--- src/rtl/reg_file_mp.sv ---
// Multi-read-port register file with registered reads, optional zero entry and a bulk-clear FSM.
// Define REGFILE_BYPASS_EN to forward an accepted write straight to same-address reads on that edge.
module reg_file_mp #(
   parameter int DATA_W   = 8,
   parameter int DEPTH    = 8,
   parameter int ADDR_W   = $clog2(DEPTH),
   parameter int NUM_RD   = 2,
   parameter int ZERO_REG = 0
) (
   input  logic                       clk,
   input  logic                       rst,
   input  logic                       clk_en,
   input  logic                       wrt_en,
   input  logic [ADDR_W-1:0]          rd_i,
   input  logic [DATA_W-1:0]          dat_i,
   input  logic [NUM_RD*ADDR_W-1:0]   rs_i,
   output logic [NUM_RD*DATA_W-1:0]   rs_o,
   output logic                       rs_vld_o,
   input  logic                       clr_req_i,
   output logic                       busy_o
);

   typedef enum logic {
      IDLE  = 1'b0,
      CLEAR = 1'b1
   } state_t;

   localparam logic [ADDR_W-1:0] LAST_IDX  = ADDR_W'(DEPTH - 1);
   localparam logic [ADDR_W:0]   DEPTH_EXT = (ADDR_W + 1)'(DEPTH);

   state_t                     r_state;
   state_t                     w_state_nxt;
   logic [ADDR_W-1:0]          r_ptr;
   logic [NUM_RD*DATA_W-1:0]   r_rs;
   logic                       r_vld;

   logic                       w_idle_en;
   logic                       w_clr_now;
   logic                       w_in_range;
   logic                       w_zero_hit;
   logic                       w_wr_ok;
   logic [DATA_W-1:0]          w_mem [DEPTH];
   logic [NUM_RD*DATA_W-1:0]   w_rd_data;

   assign w_idle_en  = clk_en && (r_state == IDLE);
   assign w_clr_now  = clk_en && (r_state == CLEAR);
   assign w_in_range = ({1'b0, rd_i} < DEPTH_EXT);
   assign w_zero_hit = (ZERO_REG != 0) && (rd_i == '0);
   // A write is only accepted in IDLE; during CLEAR it is dropped, not queued.
   assign w_wr_ok    = w_idle_en && wrt_en && w_in_range && !w_zero_hit;

   // Storage: each entry is cleared by the sweep pointer or loaded by an accepted write.
   for (genvar g = 0; g < DEPTH; g++) begin : g_ent
      localparam logic [ADDR_W-1:0] IDX = ADDR_W'(g);
      logic [DATA_W-1:0] r_q;

      always_ff @(posedge clk or negedge rst) begin
         if (!rst) begin
            r_q <= '0;
         end else if (w_clr_now && (r_ptr == IDX)) begin
            r_q <= '0;
         end else if (w_wr_ok && (rd_i == IDX)) begin
            r_q <= dat_i;
         end
      end

      assign w_mem[g] = r_q;
   end

   // Read mux: unmatched (out-of-range) and hardwired-zero addresses fall through to 0.
   always_comb begin
      w_rd_data = '0;
      for (int k = 0; k < NUM_RD; k++) begin
         for (int i = 0; i < DEPTH; i++) begin
            if ((rs_i[k*ADDR_W +: ADDR_W] == ADDR_W'(i)) && !((ZERO_REG != 0) && (i == 0))) begin
               w_rd_data[k*DATA_W +: DATA_W] = w_mem[i];
            end
         end
`ifdef REGFILE_BYPASS_EN
         if (w_wr_ok && (rs_i[k*ADDR_W +: ADDR_W] == rd_i)) begin
            w_rd_data[k*DATA_W +: DATA_W] = dat_i;
         end
`endif
      end
   end

   always_ff @(posedge clk or negedge rst) begin
      if (!rst) begin
         r_rs  <= '0;
         r_vld <= 1'b0;
      end else begin
         r_vld <= w_idle_en;
         if (w_idle_en) begin
            r_rs <= w_rd_data;
         end
      end
   end

   always_ff @(posedge clk or negedge rst) begin
      if (!rst) begin
         r_state <= IDLE;
      end else begin
         r_state <= w_state_nxt;
      end
   end

   always_comb begin
      w_state_nxt = r_state;
      case (r_state)
         IDLE:    if (clk_en && clr_req_i) w_state_nxt = CLEAR;
         CLEAR:   if (clk_en && (r_ptr == LAST_IDX)) w_state_nxt = IDLE;
         default: w_state_nxt = IDLE;
      endcase
   end

   // Pointer parks at 0 while idle so a new clear always starts from entry 0.
   always_ff @(posedge clk or negedge rst) begin
      if (!rst) begin
         r_ptr <= '0;
      end else if (clk_en) begin
         if ((r_state == IDLE) || (r_ptr == LAST_IDX)) begin
            r_ptr <= '0;
         end else begin
            r_ptr <= r_ptr + 1'b1;
         end
      end
   end

   assign rs_o     = r_rs;
   assign rs_vld_o = r_vld;
   assign busy_o   = (r_state == CLEAR);

endmodule

--- config.mk ---
export PLATFORM = sky130hd
export DESIGN_NAME = reg_file_mp
export DESIGN_NICKNAME = d
export VERILOG_FILES = /design/src/rtl/reg_file_mp.sv
export SDC_FILE = /design/constraint.sdc
export NUM_CORES = 1
export LEC_CHECK = 0
export ABC_CLOCK_PERIOD_IN_PS = 2050
export CAP_MARGIN = 20
export CORE_UTILIZATION = 40
export CTS_BUF_LIST = sky130_fd_sc_hd__clkbuf_2
export CTS_CLUSTER_DIAMETER = 50
export DETAILED_ROUTE_END_ITERATION = 7
export PLACE_DENSITY = 0.7
export SLEW_MARGIN = 40
export SYNTH_ARGS = -nofsm -noshare
export SYNTH_HDL_FRONTEND = slang
export SYNTH_SLANG_ARGS = --single-unit
export TNS_END_PERCENT = 100
--- constraint.sdc ---
create_clock -name clk -period 2.05 [get_ports clk]
set_input_delay 0.5125 -clock clk [delete_from_list [all_inputs] [get_ports clk]]
set_output_delay 0.5125 -clock clk [all_outputs]
set_load 0.02 [all_outputs]
### Word level (Yosys, flattened, before mapping)

Index checks and enable logic that the tools add are counted.

* equality and inequality tests: 28
* reduce and logical (&&, ||, !) cells: 34
* bitwise logic cells: 1
* muxes and demuxes: 36
* add/subtract/negate cells: 1

Operators with widths (number)
* 2-to-1 mux 8 bit: 32
* equality test 3 bit (second input constant): 16
* equality test 3 x 2 -> 1 bit (second input constant): 8
* logical AND 1 bit: 21
* nonzero test 2 bit: 8
* equality test 3 x 1 -> 1 bit (second input constant): 4
* logical NOT 3 bit: 4
* adder 3 x 1 -> 3 bit (second input constant): 1
* 2-to-1 mux 3 bit: 1
* 2-to-1 mux 1 bit: 2
* one-hot mux 1 bit (2 select lines): 1
* logical OR 1 bit: 1
* inverter 1 bit: 1

* register bits: 85
* output and inout port bits: 18
* input port bits: 22
* logic and storage cells: 112

### Longest topological paths before layout

Gate-level depths: netlist (run 1).

* depth in word-level cells: 9
* depth in mapped cells: 7
* depth with buffers taken out: 5

### Worst setup path after synthesis (run 1)

OpenSTA, ideal clock, no wires.

* path kind: input-to-reg
* from: in rs_i[4]
* to: reg r_rs[14] (netlist: rs_o[14])
* arrival: 1492 ps
* setup slack: 436 ps
* library setup time: 122 ps
* stages: 6
* required time: 1928 ps
* cells stage by stage: buf_6 -> buf_4 -> mux4_2 -> and2_0 -> a211oi_2 -> nor2_1

* cells in the longest elaborated chain, start to end: 9

RTL lines
* start: declaration: line 16 `input logic [NUM_RD*ADDR_W-1:0] rs_i,`
* logical NOT 3 bit: line 75 `if ((rs_i[k*ADDR_W +: ADDR_W] == ADDR_W'(i)) && !((ZERO_REG != 0) && (i == 0))) begin`
* 2-to-1 mux 8 bit (7 in series): line 75
* 2-to-1 mux 8 bit (*): line 75
* end signal: assignment: line 94 `r_rs <= w_rd_data;`
* end: declaration: line 34 `logic [NUM_RD*DATA_W-1:0] r_rs;`

Every way passes the cells marked *; elsewhere a longest branch is shown, timed or not.
A chain may end at the register's enable or synchronous reset.

### Final worst setup path (run 1)

* from: reg r_rs[12] (netlist: rs_o[12])
* to: out rs_o[12]

RTL lines
* end: declaration: line 17 `output logic [NUM_RD*DATA_W-1:0] rs_o,`

No word-level cell between the ends.

==> out/results.txt, run 1 <==
Global-route total usage across every layer = 24.6%
Transition time of the tightest slew-check pin = 0.539 ns
Initial cell density of the core = 41.4%
Routed met3 length = 1270 um
Proportion of layout cells with a drive suffix above 1 = 16.7%
Share of the synthesized area in the top cell type = 44.6%
Violations in the final reports = design-rule violations
Sequential cell area in the final layout = 2130 um^2
Diodes inserted = 0
Library cell used as clock root buffer = clkbuf_2
Share of the clock period used by the worst path after layout = 93.3%
Number of remaining DRC errors = 8
Yosys reg bits = 85
R2r endpoint = g_ent[3].r_q[1]$_DFFE_PN0P_
Post-Route M1 WL = 6320 um
Start of the worst register-to-register path = busy_o$_DFF_PN0_
Classification of the worst setup path = flop to output pin
CTS H-tree lvls = 3
Setup slack on the worst flop-to-flop path = 0.36 ns
Count of yosys warnings during synthesis = 0
Global-route wire length before repair = 23200 um
Cell depth of the worst flop-to-flop path = 7
Area taken by multi-input logic gates = 2360 um^2
Max rail drop VDD = 0.000394 V
Overall die width = 111 um
Std-Cell Core Area = 11500 um^2
Leading area contributor after synthesis = dfrtp_1
Max cap viols = 0
Port-buffer cells = 39
CTS tree = yes
Die Ht = 111 um
Startpoint types = flop
Biggest fanout along the worst timing path = 2
Top-count cell post-synth = dfrtp_1
Average detailed-routed wire length per instance = 19.7 um
Antenna violation net count after detailed routing = 0
Number of unique standard cell types used by synthesis = 57
Total detailed-routing wirelength = 14200 um
Share of synthesized flip-flops with an asynchronous set or reset = 100%
FILL cells = 1080
Number of pins with negative max-slew slack in the final report = 0
Drt via density = 5.87
Total standard cell area after synthesis = 4770 um^2
Power density of the placed cells = 842 nW/um^2
Longest Clk Path Bufs = 2
Clock Latency Late Sink = 0.57 ns
Global route overflow = 0
Cell family with the largest share of critical-path delay = flip-flops
Lkg Pwr = 2.74 nW
Final std cells w/o fill = 724
Layout Cell Area excl Fill = 5800 um^2
Post-synth net total = 533
Largest net degree at the start of global routing = 38
Maximum achievable frequency = 523 MHz
Highest routing layer actually used = met4
Average footprint of a synthesized cell = 9.44 um^2
Status = finished, violations left
Initial antenna violation count = 0
Row count = 39
Die area = 12400 um^2
Pre-Repair DR Iteration Count = 7
Number of buffers created by CTS = 9
Data arrival at the endpoint of the critical path = 1.40 ns
Crit path buffers/inverters = 1
Clock-pin slew of the registers on the worst-case setup and hold paths = 0.24 ns
Largest incremental delay on the critical path = 0.47 ns
Initial DRC Count = 305
Post-DP HPWL = 10000 um
Max-slew headroom at the worst pin = 64.1%
RSZ-0062 raised after global routing = no
Sinks on the clock net = 85
Post-Route Skew = 0.0236 ns
Required time of the worst setup path = 1.54 ns
Post-Synthesis Cells = 505
Post-place instance area = 5690 um^2
Number of failing setup endpoints in the final timing report = 0
Type of the tightest min-delay check = input pin to async pin
Top-level I/O count = 40
Count of endpoints failing hold in the final timing report = 0
Vias = 4249
Top_reg_cell synth = dfrtp_1
Critical path's slowest cell = dfrtp_1
Critical-path cell list = dlygate4sd2_1
Routed length on met2 = 6350 um
Placed Cells = 706
Final nets = 604
Part of the Yosys area used for sequential elements = 44.6%
RD Place Congestion = 0.908
Top cell types by occurrence after synthesis = dfrtp_1, nand2_1, o21ai_0
Number of enable flip-flop cells after synthesis = 0
Area growth syn-to-layout = 21.6%
Tmin final = 1.91 ns
Via count of the first global-routing pass = 4220
Most area-consuming cells after synthesis = dfrtp_1, nand2_1, o21ai_0
Crit path capture type = output pin
## worst max-delay path by stage
stage                         start                           to  slack, ns  cells after the start
2_1_floorplan               rs_i[4]         rs_o[14]$_DFFE_PN0P_       0.44                      6
3_3_place_gp                 clk_en  g_ent[3].r_q[1]$_DFFE_PN0P_      -0.06                      6
3_5_place_dp                rs_i[4]         rs_o[13]$_DFFE_PN0P_      -0.09                      6
4_1_cts          rs_vld_o$_DFF_PN0_                     rs_vld_o    0.00006                      1
5_1_grt        rs_o[12]$_DFFE_PN0P_                     rs_o[12]       0.07                      1
6_report       rs_o[12]$_DFFE_PN0P_                     rs_o[12]       0.14                      1
## metal layers
layer  vias up  global-route usage [%]
met4         0                    7.93
met1      2094                    33.7
met2       192                    38.4
li1       1942                       -
met5         -                       0
met3        21                    5.96
## stage by stage
step | hold slack (ns) | TNS [ns] | setup slack (ns) | utilization, % | total power [mW]
after detailed placement | 0.493 | -1.29 | -0.0875 | 49.4 | 4.13
after global placement | 0.495 | -0.644 | -0.0629 | 49.4 | 4.07
final | 0.422 | 0 | 0.136 | 50.3 | 4.88
after floorplan | 0.217 | 0 | 0.436 | - | 3.26
after CTS | 0.428 | 0 | 0.0000565 | 50.3 | 4.89
after global routing | 0.427 | 0 | 0.0717 | 50.3 | 5.17
## final cells by class
class / count / area share, %
multi-input cells: 368 / 40.6
flip-flops and latches: 85 / 36.7
repair buffers: 94 / 16.6
well taps: 143 / 3.09
inverters: 18 / 1.17
clock buffers: 11 / 0.950
clock inverters: 5 / 0.885
## placed cells by master (no fill, tap or decap), types with 11 or more instances in the layout
master and count:
nand2_1 83, nor2_1 30, dlygate4sd2_1 17, mux2i_1 29, buf_12 14, nand3_1 23
dfrtp_1 84, o22ai_1 11, a21oi_1 21, clkbuf_2 11, buf_4 41, o21ai_0 60
clkdlybuf4s50_1 20, inv_1 15
## power breakdown
group | internal, mW | total, mW | switching [mW]
Clock | 0.283 | 0.876 | 0.593
Sequential | 2.05 | 2.36 | 0.312
Combinational | 0.729 | 1.65 | 0.917
## flip-flops by register name, summed over array words and instances (netlist names)
signal     flops
rs_vld_o       1
rs_o          16
r_ptr          3
g_ent.r_q     64
busy_o         1
## kinds of logic after synthesis
group	count (synthesis)	share of synthesized area (%)
multiplexers	42	10.6
adder cells (fa/ha/maj)	6	1.57
flip-flops	85	44.6
AND/OR/NAND/NOR	178	19.1
buffers and inverters	52	5.98
AO/OA/AOI/OAI	142	18.2
## repair_timing
action,4_1_cts,5_1_grt
pin swaps,0,0
setup endpoints to repair,17,1
hold endpoints to repair,34,0
setup buffers,1,0
hold buffers,1,0
resized for setup,18,1
Power figures use the tool's default switching activity.
==> run 2: changes to the inputs <==
CTS_CLUSTER_SIZE = 25   (was not set)
GPL_ROUTABILITY_DRIVEN = 1   (was not set)
REMOVE_ABC_BUFFERS = 1   (was not set)
==> run 2 against run 1 <==
Against the previous run: the run still ends with design-rule violations left; flip-flop and latch count unchanged; count of clock-buffer cells in the layout shrank 2; critical path depth did not move; register-to-register slack worse by 0.07 ns; wire length decreased by 4.3%; core utilization up 0.40 points; critical path type unchanged; critical endpoint is now rs_o[14]; highest routed layer unchanged.
==> out/results.txt, run 2 (synthesized netlist as in run 1, its figures left out) <==
Die area = 12400 um^2 (unchanged)
Utilization after layout = 50.7% (+0.40 points)
Global route overflow = 0 (unchanged)
Initial antenna violation count = 0 (unchanged)
Number of failing setup endpoints in the final timing report = 0 (unchanged)
Post-Route M1 WL = 5830 um (-7.7%)
Number of pins with negative max-slew slack in the final report = 0 (unchanged)
Flop pwr share = 45.9% (-2.4 points)
Port-buffer cells = 39 (unchanged)
Pre-Repair DR Iteration Count = 7 (unchanged)
Max cap viols = 0 (unchanged)
R2r endpoint = g_ent[3].r_q[1]$_DFFE_PN0P_
Power share of the combinational group = 31.7% (-2.0 points)
Initial DRC Count = 349 (+14%)
Highest routing layer actually used = met4
Routed length on met2 = 6400 um (+0.74%)
Vias = 4192 (-1.3%)
Top-level I/O count = 40 (unchanged)
FILL cells = 1024 (-5.2%)
Routed met3 length = 1040 um (-18%)
Commonest non-fill, non-tap cells in the layout = dfrtp_1, nand2_1, o21ai_0, buf_4, nor2_1
Total detailed-routing wirelength = 13600 um (-4.3%)
Start of the worst register-to-register path = busy_o$_DFF_PN0_
Tmin final = 1.89 ns (-0.0242 ns)
Transition time of the tightest slew-check pin = 0.446 ns (-0.0926 ns)
Clock Latency Late Sink = 0.54 ns (-0.03 ns)
RSZ-0062 raised after global routing = no
Critical path's slowest cell = dfrtp_1
Longest Clk Path Bufs = 2 (unchanged)
Total negative slack = 0 ns (unchanged)
Data arrival at the endpoint of the critical path = 1.38 ns (-0.02 ns)
Switching share of power = 35.5% (-1.8 points)
Maximum achievable frequency = 529 MHz (+1.3%)
CTS H-tree lvls = 3 (unchanged)
Initial cell density of the core = 41.4% (unchanged)
RD Place Congestion = 0.900 (-0.91%)
Type of the tightest min-delay check = input pin to async pin
Crit path capture type = output pin
Row count = 39 (unchanged)
Setup crit start = rs_o[14]$_DFFE_PN0P_
Largest register by flop count = g_ent.r_q
Number of buffers created by CTS = 9 (unchanged)
Biggest fanout along the worst timing path = 2 (unchanged)
Crit path buffers/inverters = 1 (unchanged)
Post-Route Skew = 0.0319 ns (+0.00829 ns)
Number of flip-flops under the largest register name = 64 (unchanged)
Critical-path cell list = dlygate4sd2_1
Classification of the worst setup path = flop to output pin
Number of remaining DRC errors = 4 (-4)
Required time of the worst setup path = 1.54 ns (about the same)
Critical path destination = rs_o[14]
Via count of the first global-routing pass = 4118 (-2.4%)
Status = finished, violations left
Area growth syn-to-layout = 22.5%
Max-slew headroom at the worst pin = 70.3% (+6.2 points)
Post-DP HPWL = 9710 um (-2.9%)
Setup slack on the worst flop-to-flop path = 0.29 ns (-0.07 ns)
Overall die width = 111 um (unchanged)
Drt via density = 5.77 (-1.6%)
Library cell used as clock root buffer = clkbuf_2
Clock group share of total power = 22.4% (+4.5 points)
Global-route total usage across every layer = 23.3% (-1.3 points)
Startpoint types = flop
Die Ht = 111 um (unchanged)
Max rail drop VDD = 0.000367 V (-6.7%)
Clock-pin slew of the registers on the worst-case setup and hold paths = 0.26 ns (+0.02 ns)
Crit path depth = 1 (unchanged)
Cell depth of the worst flop-to-flop path = 7 (unchanged)
Final nets = 606 (+0.33%)
Sinks on the clock net = 85 (unchanged)
Lkg Pwr = 2.74 nW (about the same)
Power density of the placed cells = 877 nW/um^2 (+4.2%)
Diodes inserted = 0 (unchanged)
Average detailed-routed wire length per instance = 18.8 um (-4.6%)
Violations in the final reports = design-rule violations
Proportion of layout cells with a drive suffix above 1 = 17.2% (+0.46 points)
Largest incremental delay on the critical path = 0.47 ns (about the same)
CTS tree = yes
Most common cell after layout, fill and taps aside = dfrtp_1
Antenna violation net count after detailed routing = 0 (unchanged)
Count of endpoints failing hold in the final timing report = 0 (unchanged)
Std-Cell Core Area = 11500 um^2 (unchanged)
Largest net degree at the start of global routing = 38 (unchanged)
Internal Power = 3.31 mW (+8.0%)
Share of the clock period used by the worst path after layout = 92.2% (-1.2 points)
Global-route wire length before repair = 22400 um (-3.4%)
Net switching component of the power = 1.82 mW (-0.11%)
Cell family with the largest share of critical-path delay = flip-flops
==> run 2: changes by cell type in the layout (fill, tap and decap cells not counted), moves of 2 or more <==
cell,change
clkbuf_2,-2
bufinv_16,+2
buf_4,+4
buf_12,-2
==> run 2: how the worst min path moves through the flow <==
| stage | start | end | cells past startpoint |
|---|---|---|---|
| after floorplan | rst | busy_o$_DFF_PN0_ | 0 |
| after global placement | rst | g_ent[3].r_q[6]$_DFFE_PN0P_ | 1 |
| after detailed placement | rst | g_ent[3].r_q[6]$_DFFE_PN0P_ | 1 |
| after CTS | rst | g_ent[3].r_q[6]$_DFFE_PN0P_ | 2 |
| after global routing | rst | g_ent[3].r_q[6]$_DFFE_PN0P_ | 2 |
| final | rst | g_ent[3].r_q[6]$_DFFE_PN0P_ | 2 |
==> run 2: stage by stage <==
step                      worst slack (ns)  total power [mW]  cell area, um^2  hold slack, ns  cells
after floorplan                      0.335              3.18             4550           0.217    471
after global placement              -0.113              4.06             5680           0.478    708
after detailed placement            -0.189              4.11             5680           0.480    708
after CTS                            0.125              5.14             5840           0.387    726
after global routing                0.0715              5.43             5840           0.380    726
final                                0.161              5.13             5840           0.403    726
==> run 2: per-layer routing <==
metal	global-route usage (%)	up-vias
met4	9.01	0
met5	0	-
met1	31.1	2028
met2	37.9	185
met3	3.88	27
li1	-	1952
==> run 2: cell type report <==
| type | instances | area, um^2 | share of cell area (%) |
|---|---|---|---|
| Clock buffer | 9 | 45.0 | 0.771 |
| Inverter | 18 | 67.6 | 1.16 |
| Sequential cell | 85 | 2130 | 36.4 |
| Multi-Input combinational cell | 368 | 2360 | 40.3 |
| Timing Repair Buffer | 96 | 946 | 16.2 |
| Clock inverter | 7 | 121 | 2.08 |
| Tap cell | 143 | 179 | 3.06 |
==> run 2: power groups by stage <==
stage | combinational, mW | sequential, mW | clock [mW]
finish | 1.62 | 2.35 | 1.15
CTS | 1.63 | 2.35 | 1.16
floorplan | 0.702 | 2.48 | 0
global route | 1.79 | 2.40 | 1.24
global placement | 1.67 | 2.38 | 0
detailed placement | 1.71 | 2.40 | 0
==> run 2: repair_timing <==
action,4_1_cts,5_1_grt
resized for setup,19,0
setup endpoints to repair,18,0
hold buffers,1,0
hold endpoints to repair,29,0
setup buffers,1,0
==> run 3: changes to the inputs <==
CELL_PAD_IN_SITES_DETAIL_PLACEMENT = 1   (was not set)
CELL_PAD_IN_SITES_GLOBAL_PLACEMENT = 1   (was not set)
PLACE_DENSITY = 0.83   (was 0.7)
==> run 3 against run 2 <==
Against the previous run: the run still ends with design-rule violations left; setup slack lost 0.015 ns; clock skew shrank 0.0030 ns; die area is the same; hold slack lost 0.041 ns; combinational power grew 4%; count of clock-buffer cells in the layout grew 2; first-iteration DRC count is the same; cell count shrank 0.14%; critical path depth is the same; wire length grew 15%; flip-flop and latch count is the same; clock power shrank 36%.
==> out/results.txt, run 3 (synthesized netlist as in run 1, its figures left out) <==
Biggest fanout along the worst timing path = 2 (unchanged)
Largest register by flop count = g_ent.r_q
Most common cell after layout, fill and taps aside = dfrtp_1
Share of the clock period used by the worst path after layout = 92.9% (+0.71 points)
Drt via density = 5.99 (+3.8%)
CTS H-tree lvls = 3 (unchanged)
Largest incremental delay on the critical path = 0.46 ns (about the same)
Crit path depth = 1 (unchanged)
Status = finished, violations left
Initial cell density of the core = 41.4% (unchanged)
Vias = 4344 (+3.6%)
Number of flip-flops under the largest register name = 64 (unchanged)
Clock group share of total power = 15.5% (-6.9 points)
Clock Latency Late Sink = 0.57 ns (+0.03 ns)
Tmin final = 1.90 ns (+0.0146 ns)
Power density of the placed cells = 823 nW/um^2 (-6.2%)
Max cap viols = 0 (unchanged)
Post-DP HPWL = 11000 um (+13%)
Internal Power = 2.92 mW (-12%)
Lkg Pwr = 2.72 nW (-0.92%)
Top-level I/O count = 40 (unchanged)
Power share of the combinational group = 35.4% (+3.7 points)
Count of endpoints failing hold in the final timing report = 0 (unchanged)
Maximum achievable frequency = 525 MHz (-0.77%)
Violations in the final reports = design-rule violations
Clock-pin slew of the registers on the worst-case setup and hold paths = 0.24 ns (-0.02 ns)
Average detailed-routed wire length per instance = 21.6 um (+15%)
Global-route wire length before repair = 25600 um (+14%)
Flop pwr share = 49.1% (+3.2 points)
CTS tree = yes
Cell family with the largest share of critical-path delay = flip-flops
Utilization after layout = 50.1% (-0.61 points)
Via count of the first global-routing pass = 4690 (+14%)
Required time of the worst setup path = 1.54 ns (about the same)
RSZ-0062 raised after global routing = no
Initial DRC Count = 349 (unchanged)
Std-Cell Core Area = 11500 um^2 (unchanged)
Library cell used as clock root buffer = clkbuf_2
Die Ht = 111 um (unchanged)
Proportion of layout cells with a drive suffix above 1 = 16.5% (-0.66 points)
Post-Route Skew = 0.0288 ns (-0.00304 ns)
Post-layout power = 4.75 mW (-7.3%)
Max-slew headroom at the worst pin = 73.7% (+3.4 points)
Critical-path cell list = dlygate4sd2_1
Cell depth of the worst flop-to-flop path = 7 (unchanged)
Initial antenna violation count = 0 (unchanged)
Final nets = 606 (unchanged)
RD Place Congestion = 0.893 (-0.76%)
Crit path capture type = output pin
Sinks on the clock net = 85 (unchanged)
Pre-Repair DR Iteration Count = 7 (unchanged)
Largest net degree at the start of global routing = 40 (+5.3%)
Antenna violation net count after detailed routing = 0 (unchanged)
Type of the tightest min-delay check = input pin to async pin
Max rail drop VDD = 0.000444 V (+21%)
Switching share of power = 38.5% (+3.0 points)
Die area = 12400 um^2 (unchanged)
Critical path's slowest cell = dfrtp_1
Longest Clk Path Bufs = 2 (unchanged)
Net switching component of the power = 1.83 mW (+0.52%)
Startpoint types = flop
Data arrival at the endpoint of the critical path = 1.39 ns (about the same)
Global-route total usage across every layer = 27.3% (+4.0 points)
Number of pins with negative max-slew slack in the final report = 0 (unchanged)
Global route overflow = 0 (unchanged)
Crit path buffers/inverters = 1 (unchanged)
Row count = 39 (unchanged)
Diodes inserted = 0 (unchanged)
Number of buffers created by CTS = 9 (unchanged)
Commonest non-fill, non-tap cells in the layout = dfrtp_1, nand2_1, o21ai_0, buf_4, nor2_1
Port-buffer cells = 39 (unchanged)
Overall die width = 111 um (unchanged)
Classification of the worst setup path = flop to output pin
Number of failing setup endpoints in the final timing report = 0 (unchanged)
Total detailed-routing wirelength = 15700 um (+15%)
Transition time of the tightest slew-check pin = 0.389 ns (-0.0565 ns)
Area growth syn-to-layout = 21.1%
Number of remaining DRC errors = 4 (unchanged)
run 3: changes by cell type in the layout (fill, tap and decap cells not counted):
cell / delta
clkinv_1: +3
buf_4: -2
clkbuf_2: +2
clkinvlp_4: -2
inv_8: -1
buf_12: +2
bufinv_16: -3
run 3: final cells by class:
type	count	area, um^2
clock buffers	11	55.1
flip-flops and latches	85	2130
multi-input cells	368	2360
repair buffers	96	971
inverters	18	67.6
clock inverters	4	16.3
well taps	143	179
fillers	1338	5740
run 3: through the flow:
stage / area [um^2] / instances / hold WS [ns] / TNS (ns) / worst slack, ns
2_1_floorplan: 4550 / 471 / 0.217 / 0 / 0.335
3_3_place_gp: 5710 / 708 / 0.463 / -1.06 / -0.111
3_5_place_dp: 5710 / 708 / 0.464 / -1.94 / -0.181
4_1_cts: 5770 / 725 / 0.339 / 0 / 0.116
5_1_grt: 5770 / 725 / 0.344 / 0 / 0.0844
6_report: 5770 / 725 / 0.362 / 0 / 0.146
run 3: worst paths after layout:
check / slack [ns] / endpoint / from
worst max-delay path: 0.15 / rs_o[14] / rs_o[14]$_DFFE_PN0P_
worst min-delay path: 0.36 / rs_o[14]$_DFFE_PN0P_ / rst
worst max register to register: 0.36 / g_ent[3].r_q[2]$_DFFE_PN0P_ / busy_o$_DFF_PN0_
worst min register to register: 0.54 / rs_o[3]$_DFFE_PN0P_ / rs_o[3]$_DFFE_PN0P_
max in group asynchronous: 1.05 / rs_o[1]$_DFFE_PN0P_ / rst
min in group clk: 0.54 / rs_o[3]$_DFFE_PN0P_ / rs_o[3]$_DFFE_PN0P_
run 3: power groups by stage:
| stage | clock, mW | combinational (mW) | sequential [mW] |
|---|---|---|---|
| after global placement | 0 | 1.67 | 2.36 |
| after detailed placement | 0 | 1.76 | 2.39 |
| after CTS | 0.743 | 1.68 | 2.33 |
| final | 0.734 | 1.68 | 2.33 |
| after floorplan | 0 | 0.702 | 2.48 |
| after global routing | 0.816 | 1.83 | 2.39 |
run 3: metal layers:
metal	global-route usage [%]	wire [um]	part of all wire, %	up-vias
li1	-	-	-	1943
met1	35.6	6540	42	2161
met2	44.0	7510	48	191
met3	3.99	1040	6.6	49
met4	14.6	589	3.8	0
met5	0	0	0	-
run 3: timing repair:
item	CTS	global route
buffers inserted	1	0
resized for setup	19	0
endpoints found under the setup margin	18	0
hold endpoints to repair	26	0
hold buffers	1	0
